[src/rtl/fp_divider.sv]
// fp_divider: iterative IEEE-754 single-precision divider, radix-2 restoring.
// Optional round-to-nearest-even when FPDIV_RNE_EN is defined; else truncation.
module fp_divider (
  input  logic        clk,
  input  logic        rst,
  input  logic        start,
  input  logic [31:0] a,
  input  logic [31:0] b,
  output logic        busy,
  output logic        done,
  output logic [31:0] result,
  output logic [4:0]  fflags
);

  localparam int QBITS = 26;

  typedef enum logic [1:0] {S_IDLE, S_DIV, S_NORM, S_OUT} state_t;

  state_t            state_q, state_d;
  logic [4:0]        cnt_q, cnt_d;
  logic [24:0]       rem_q, rem_d;
  logic [QBITS-1:0]  quo_q, quo_d;
  logic [23:0]       mb_q, mb_d;
  logic signed [9:0] exp_q, exp_d;
  logic              sign_q, sign_d;
  logic              spec_q, spec_d;
  logic [31:0]       res_q, res_d;
  logic [4:0]        flg_q, flg_d;
  logic              busy_q, busy_d;
  logic              done_q, done_d;
  logic [31:0]       result_q, result_d;
  logic [4:0]        fflags_q, fflags_d;

  logic        a_nan, a_inf, a_zero;
  logic        b_nan, b_inf, b_zero;
  logic        sgn_in, spec;
  logic [31:0] spec_res;
  logic [4:0]  spec_flg;

  // operand classification on the raw inputs; exponent 0 counts as zero
  always_comb begin
    a_zero   = (a[30:23] == 8'd0);
    a_inf    = (a[30:23] == 8'hFF) && (a[22:0] == 23'd0);
    a_nan    = (a[30:23] == 8'hFF) && (a[22:0] != 23'd0);
    b_zero   = (b[30:23] == 8'd0);
    b_inf    = (b[30:23] == 8'hFF) && (b[22:0] == 23'd0);
    b_nan    = (b[30:23] == 8'hFF) && (b[22:0] != 23'd0);
    sgn_in   = a[31] ^ b[31];
    spec     = 1'b1;
    spec_res = 32'd0;
    spec_flg = 5'd0;
    if (a_nan || b_nan || (a_inf && b_inf) || (a_zero && b_zero)) begin
      spec_res = 32'h7FC00000;
      spec_flg = 5'b10000;
    end else if (a_inf) begin
      spec_res = {sgn_in, 8'hFF, 23'd0};
    end else if (b_zero) begin
      spec_res = {sgn_in, 8'hFF, 23'd0};
      spec_flg = 5'b01000;
    end else if (b_inf || a_zero) begin
      spec_res = {sgn_in, 31'd0};
    end else begin
      spec     = 1'b0;
    end
  end

  logic [22:0]       n_frac;
  logic              n_g, n_s, n_inc, n_nx;
  logic [23:0]       n_sum;
  logic signed [9:0] n_exp, n_exp_r;
  logic [31:0]       n_res;
  logic [4:0]        n_flg;

  // normalize the raw quotient, round, then range-check the exponent
  always_comb begin
    if (quo_q[QBITS-1]) begin
      n_frac = quo_q[24:2];
      n_g    = quo_q[1];
      n_s    = quo_q[0] | (rem_q != 25'd0);
      n_exp  = exp_q;
    end else begin
      n_frac = quo_q[23:1];
      n_g    = quo_q[0];
      n_s    = (rem_q != 25'd0);
      n_exp  = exp_q - 10'sd1;
    end
`ifdef FPDIV_RNE_EN
    n_inc   = n_g & (n_s | n_frac[0]);
`else
    n_inc   = 1'b0;
`endif
    n_sum   = {1'b0, n_frac} + {23'd0, n_inc};
    n_exp_r = n_exp + $signed({9'd0, n_sum[23]});
    n_nx    = n_g | n_s;
    if (n_exp_r >= 10'sd255) begin
      n_res = {sign_q, 8'hFF, 23'd0};
      n_flg = 5'b00101;
    end else if (n_exp_r <= 10'sd0) begin
      n_res = {sign_q, 31'd0};
      n_flg = 5'b00011;
    end else begin
      n_res = {sign_q, n_exp_r[7:0], n_sum[22:0]};
      n_flg = {4'd0, n_nx};
    end
  end

  logic        ge;
  logic [23:0] rsub;

  // control FSM and one restoring step per DIV cycle
  always_comb begin
    state_d  = state_q;
    cnt_d    = cnt_q;
    rem_d    = rem_q;
    quo_d    = quo_q;
    mb_d     = mb_q;
    exp_d    = exp_q;
    sign_d   = sign_q;
    spec_d   = spec_q;
    res_d    = res_q;
    flg_d    = flg_q;
    busy_d   = busy_q;
    done_d   = 1'b0;
    result_d = result_q;
    fflags_d = fflags_q;
    ge       = (rem_q >= {1'b0, mb_q});
    rsub     = ge ? 24'(rem_q - {1'b0, mb_q}) : rem_q[23:0];
    unique case (state_q)
      S_IDLE: begin
        if (start) begin
          busy_d  = 1'b1;
          sign_d  = sgn_in;
          spec_d  = spec;
          res_d   = spec_res;
          flg_d   = spec_flg;
          mb_d    = {1'b1, b[22:0]};
          rem_d   = {2'b01, a[22:0]};
          quo_d   = '0;
          cnt_d   = 5'd0;
          exp_d   = $signed({2'b00, a[30:23]})
                  - $signed({2'b00, b[30:23]})
                  + 10'sd127;
          state_d = spec ? S_NORM : S_DIV;
        end
      end
      S_DIV: begin
        rem_d = {rsub, 1'b0};
        quo_d = {quo_q[QBITS-2:0], ge};
        cnt_d = cnt_q + 5'd1;
        if (cnt_q == 5'(QBITS - 1)) state_d = S_NORM;
      end
      S_NORM: begin
        if (!spec_q) begin
          res_d = n_res;
          flg_d = n_flg;
        end
        state_d = S_OUT;
      end
      S_OUT: begin
        result_d = res_q;
        fflags_d = flg_q;
        done_d   = 1'b1;
        busy_d   = 1'b0;
        state_d  = S_IDLE;
      end
      default: state_d = S_IDLE;
    endcase
  end

  // state registers; reset discards any division in flight
  always_ff @(posedge clk) begin
    if (rst) begin
      state_q  <= S_IDLE;
      cnt_q    <= 5'd0;
      rem_q    <= 25'd0;
      quo_q    <= '0;
      mb_q     <= 24'd0;
      exp_q    <= 10'sd0;
      sign_q   <= 1'b0;
      spec_q   <= 1'b0;
      res_q    <= 32'd0;
      flg_q    <= 5'd0;
      busy_q   <= 1'b0;
      done_q   <= 1'b0;
      result_q <= 32'd0;
      fflags_q <= 5'd0;
    end else begin
      state_q  <= state_d;
      cnt_q    <= cnt_d;
      rem_q    <= rem_d;
      quo_q    <= quo_d;
      mb_q     <= mb_d;
      exp_q    <= exp_d;
      sign_q   <= sign_d;
      spec_q   <= spec_d;
      res_q    <= res_d;
      flg_q    <= flg_d;
      busy_q   <= busy_d;
      done_q   <= done_d;
      result_q <= result_d;
      fflags_q <= fflags_d;
    end
  end

  assign busy   = busy_q;
  assign done   = done_q;
  assign result = result_q;
  assign fflags = fflags_q;

endmodule
[config.mk]
export PLATFORM = sky130hd
export DESIGN_NAME = fp_divider
export DESIGN_NICKNAME = d
export VERILOG_FILES = /design/src/rtl/fp_divider.sv
export SDC_FILE = /design/constraint.sdc
export NUM_CORES = 1
export LEC_CHECK = 0
export ABC_AREA = 1
export CAP_MARGIN = 0
export CORE_MARGIN = 2
export CORE_UTILIZATION = 40
export CTS_CLUSTER_SIZE = 40
export DETAILED_ROUTE_END_ITERATION = 8
export PLACE_DENSITY = 0.68
export RECOVER_POWER = 100
export SLEW_MARGIN = 25
export SYNTH_ARGS = -nofsm -noshare
export SYNTH_HDL_FRONTEND = slang
export SYNTH_SLANG_ARGS = --single-unit
[constraint.sdc]
create_clock -name clk -period 2.6 [get_ports clk]
set_input_delay 0.52 -clock clk [delete_from_list [all_inputs] [get_ports clk]]
set_output_delay 0.52 -clock clk [all_outputs]
set_load 0.01 [all_outputs]
==> results.txt <==
Leakage: 5.71 nW
Instance count on the critical path: 13
Critical path capture point type: flop
Core Util, Final: 0.494
Drt initial violations: 717
Final Cycle Share: 0.908
Met3 GRT Util: 0.0363
Reg2Reg Depth: 13
Hold Vio Cnt, Final: 0
Most used cell, CP: nand2_1
Max-cap viol count: 0
Final-report max-slew violation count: 0
Final min period: 2360 ps
Initial antenna violation count: 1
Die area: 0.0267 sq mm
Hold Buf Count CTS: 0
Core footprint: 0.0251 sq mm
Peak VDD IR: 0.768 mV
Buf/Inv on CP: 3
Post-synth top area share: 0.334
WL/cell: 15.6 um
Final setup TNS: 0 ps
Root buffer cell: clkbuf_16
Final nets: 1782
Slew @ Worst Pin: 1450 ps
GR Util met2: 0.405
TritonCTS clock tree: yes
I/O pin cnt: 106
Main synth FF type: dfxtp_1
Area of the multi-input gates: 0.00567 sq mm
Dominant cells by area after synthesis: dfxtp_1 (33%), nand2_1 (14%), nor2_1 (6.9%)
Reg2reg setup slack: 240 ps
Worst Skew: 15.8 ps
First-pass GRT wire length: 51200 um
Critical path fanouts, max: 16
Busiest grt layer: met2
Synth async-reset ratio: 0
Reg clk slew, reported paths: 70 ps
Die W: 164 um
HPWL after DPL: 23900 um
Syn Nets: 1662
Number of synthesized flops with an enable pin: 0
Final setup fails: 0
CP Class: flop to flop
Number of nets with antenna violations after routing: 0
CP max stage cell: ha_1
FILL cells: 2611
Seq cells post-synth: 170
Most numerous cell in the Yosys netlist: nand2_1
Power Density: 1180 mW/mm^2
Mapped cell area: 0.0102 sq mm
Status: completed
RePlAce Congestion: 0.947
Worst slack, placed: -345 ps
Register area share after synthesis: 0.334
HP Class: flop to flop
Drt total wl: 31400 um
Post-DP Area: 0.0119 sq mm
Dpl cells: 1984
Fmax: 0.424 GHz
# DRC: 0
Clk sinks: 170
Initial Util: 0.406
Tot GR Track Use: 0.241
Reg area: 0.00340 sq mm
Post-route design area: 0.0124 sq mm
Gr ovfl total: 0
Synth cell types: 48
Final Worst Setup Slack: 240 ps
Synth cell count leaders: nand2_1 (372), nor2_1 (188), inv_1 (184), dfxtp_1 (170), a21oi_1 (139)
Largest area contributor in the netlist: dfxtp_1
Inserted Clock Buffers: 17
Hold Crit Depth: 2
Layout overhead on the synthesized area: 21.7%
Std cell rows: 58
DRT Pass-1 Iters: 5
Port Buffer Count: 105
Vias per cell: 5.15
Clock Latency Late Sink: 450 ps
Worst Setup Start Kind: flop
Critical Path, Cell by Cell: inv_1, ha_1, nand2_1, inv_1, nand2_1, nand2_1, o21bai_1, a21oi_4, nand3_2, buf_12, nand2_1, nand3_1, a21oi_1
Mapped Avg Cell Area: 6.56 sq um
Synth Instances: 1553
CP peak stage delay: 360 ps
Die height: 164 um
Yosys warning count: 0
M1 GR Usage: 0.316
Post-Layout Cell Count: 2017
CTS H-tree lvls: 4
CTS Buffer Depth: 2
Largest net degree at the start of global routing: 74
Slew margin rel.: 0.0324
WP data arrival: 2730 ps
Vias in the first global route: 9980
Crit path max-delay family: simple AND/OR/NAND/NOR gates
CP required: 2970 ps
RSZ-0062 raised after global routing: no
Fraction of layout cells with a size suffix above 1: 0.0830
Via count: 10400
## worst register-to-register path, cell delays in order, from the launching register on
cell,delay (ps)
dfxtp_1,310
inv_1,70
ha_1,360
nand2_1,150
inv_1,80
nand2_1,70
nand2_1,60
o21bai_1,230
a21oi_4,160
nand3_2,250
buf_12,250
nand2_1,70
nand3_1,90
a21oi_1,130
## sequential cells by signal (all words and copies together), names as in the netlist
signal,flops
res_q,32
quo_q,26
busy,1
mb_q,24
rem_q,25
spec_q,1
flg_q,5
exp_q,10
result,32
state_q,2
cnt_q,5
fflags,5
sign_q,1
done,1
## logic make-up after synthesis
kind of cell / synth area share
xor+xnor: 0.0172
compound gates: 0.165
fa+ha+maj: 0.0531
simple gates: 0.329
flops: 0.334
buf+inv: 0.102
## cell type report
class | count | area share
multi-input cells | 1125 | 0.458
diodes | 1 | 0.000202
inverters | 187 | 0.0570
flip-flops and latches | 170 | 0.275
well taps | 330 | 0.0333
repair buffers | 172 | 0.127
clock buffers | 17 | 0.0343
clock inverters | 15 | 0.0156
## repair_timing
action | in CTS | in global routing
endpoints found under the setup margin | 0 | 4
buffers inserted | 0 | 0
resized for setup | 0 | 7
## stage by stage
step	hold slack, ps	total power, mW
global route	485	15.9
CTS	467	14.7
detailed placement	457	12.0
global placement	454	11.9
finish	463	14.6
floorplan	433	9.36
## worst paths after layout
path,from,end
hold reg to reg,mb_q[10],mb_q[10]
hold / removal,mb_q[10],mb_q[10]
setup / recovery,mb_q[15],rem_q[10]
setup reg to reg,mb_q[15],rem_q[10]
## layer usage
layer	vias to the layer above	routed length, um	share of wire
li1	5308	-	-
met1	4793	14700	0.47
met2	249	14400	0.46
met5	-	0	0
met4	0	777	0.025
met3	46	1540	0.049
## cell usage in the layout, fill, tap and decap left out, types with 7 or more instances in the layout
master | synthesis | final
inv_1 | 184 | 183
xor2_1 | 7 | 7
nand3_2 | 22 | 19
ha_1 | 40 | 40
nor2_1 | 188 | 186
nand2_1 | 372 | 372
nand4_1 | 44 | 44
a21oi_1 | 139 | 156
nand3_1 | 94 | 97
buf_4 | 4 | 50
xnor2_1 | 13 | 12
dlygate4sd3_1 | 0 | 40
nand3b_1 | 8 | 8
nor3_1 | 10 | 10
dfxtp_1 | 170 | 170
o21ai_0 | 112 | 112
clkbuf_16 | 0 | 17
clkdlybuf4s50_1 | 0 | 63
## power by group
part           internal [mW]  switching [mW]
logic                   2.95            5.53
clock network           1.39            1.29
registers               3.08           0.400
total                   7.42            7.22
No activity file was read; power rests on OpenSTA's default activity.
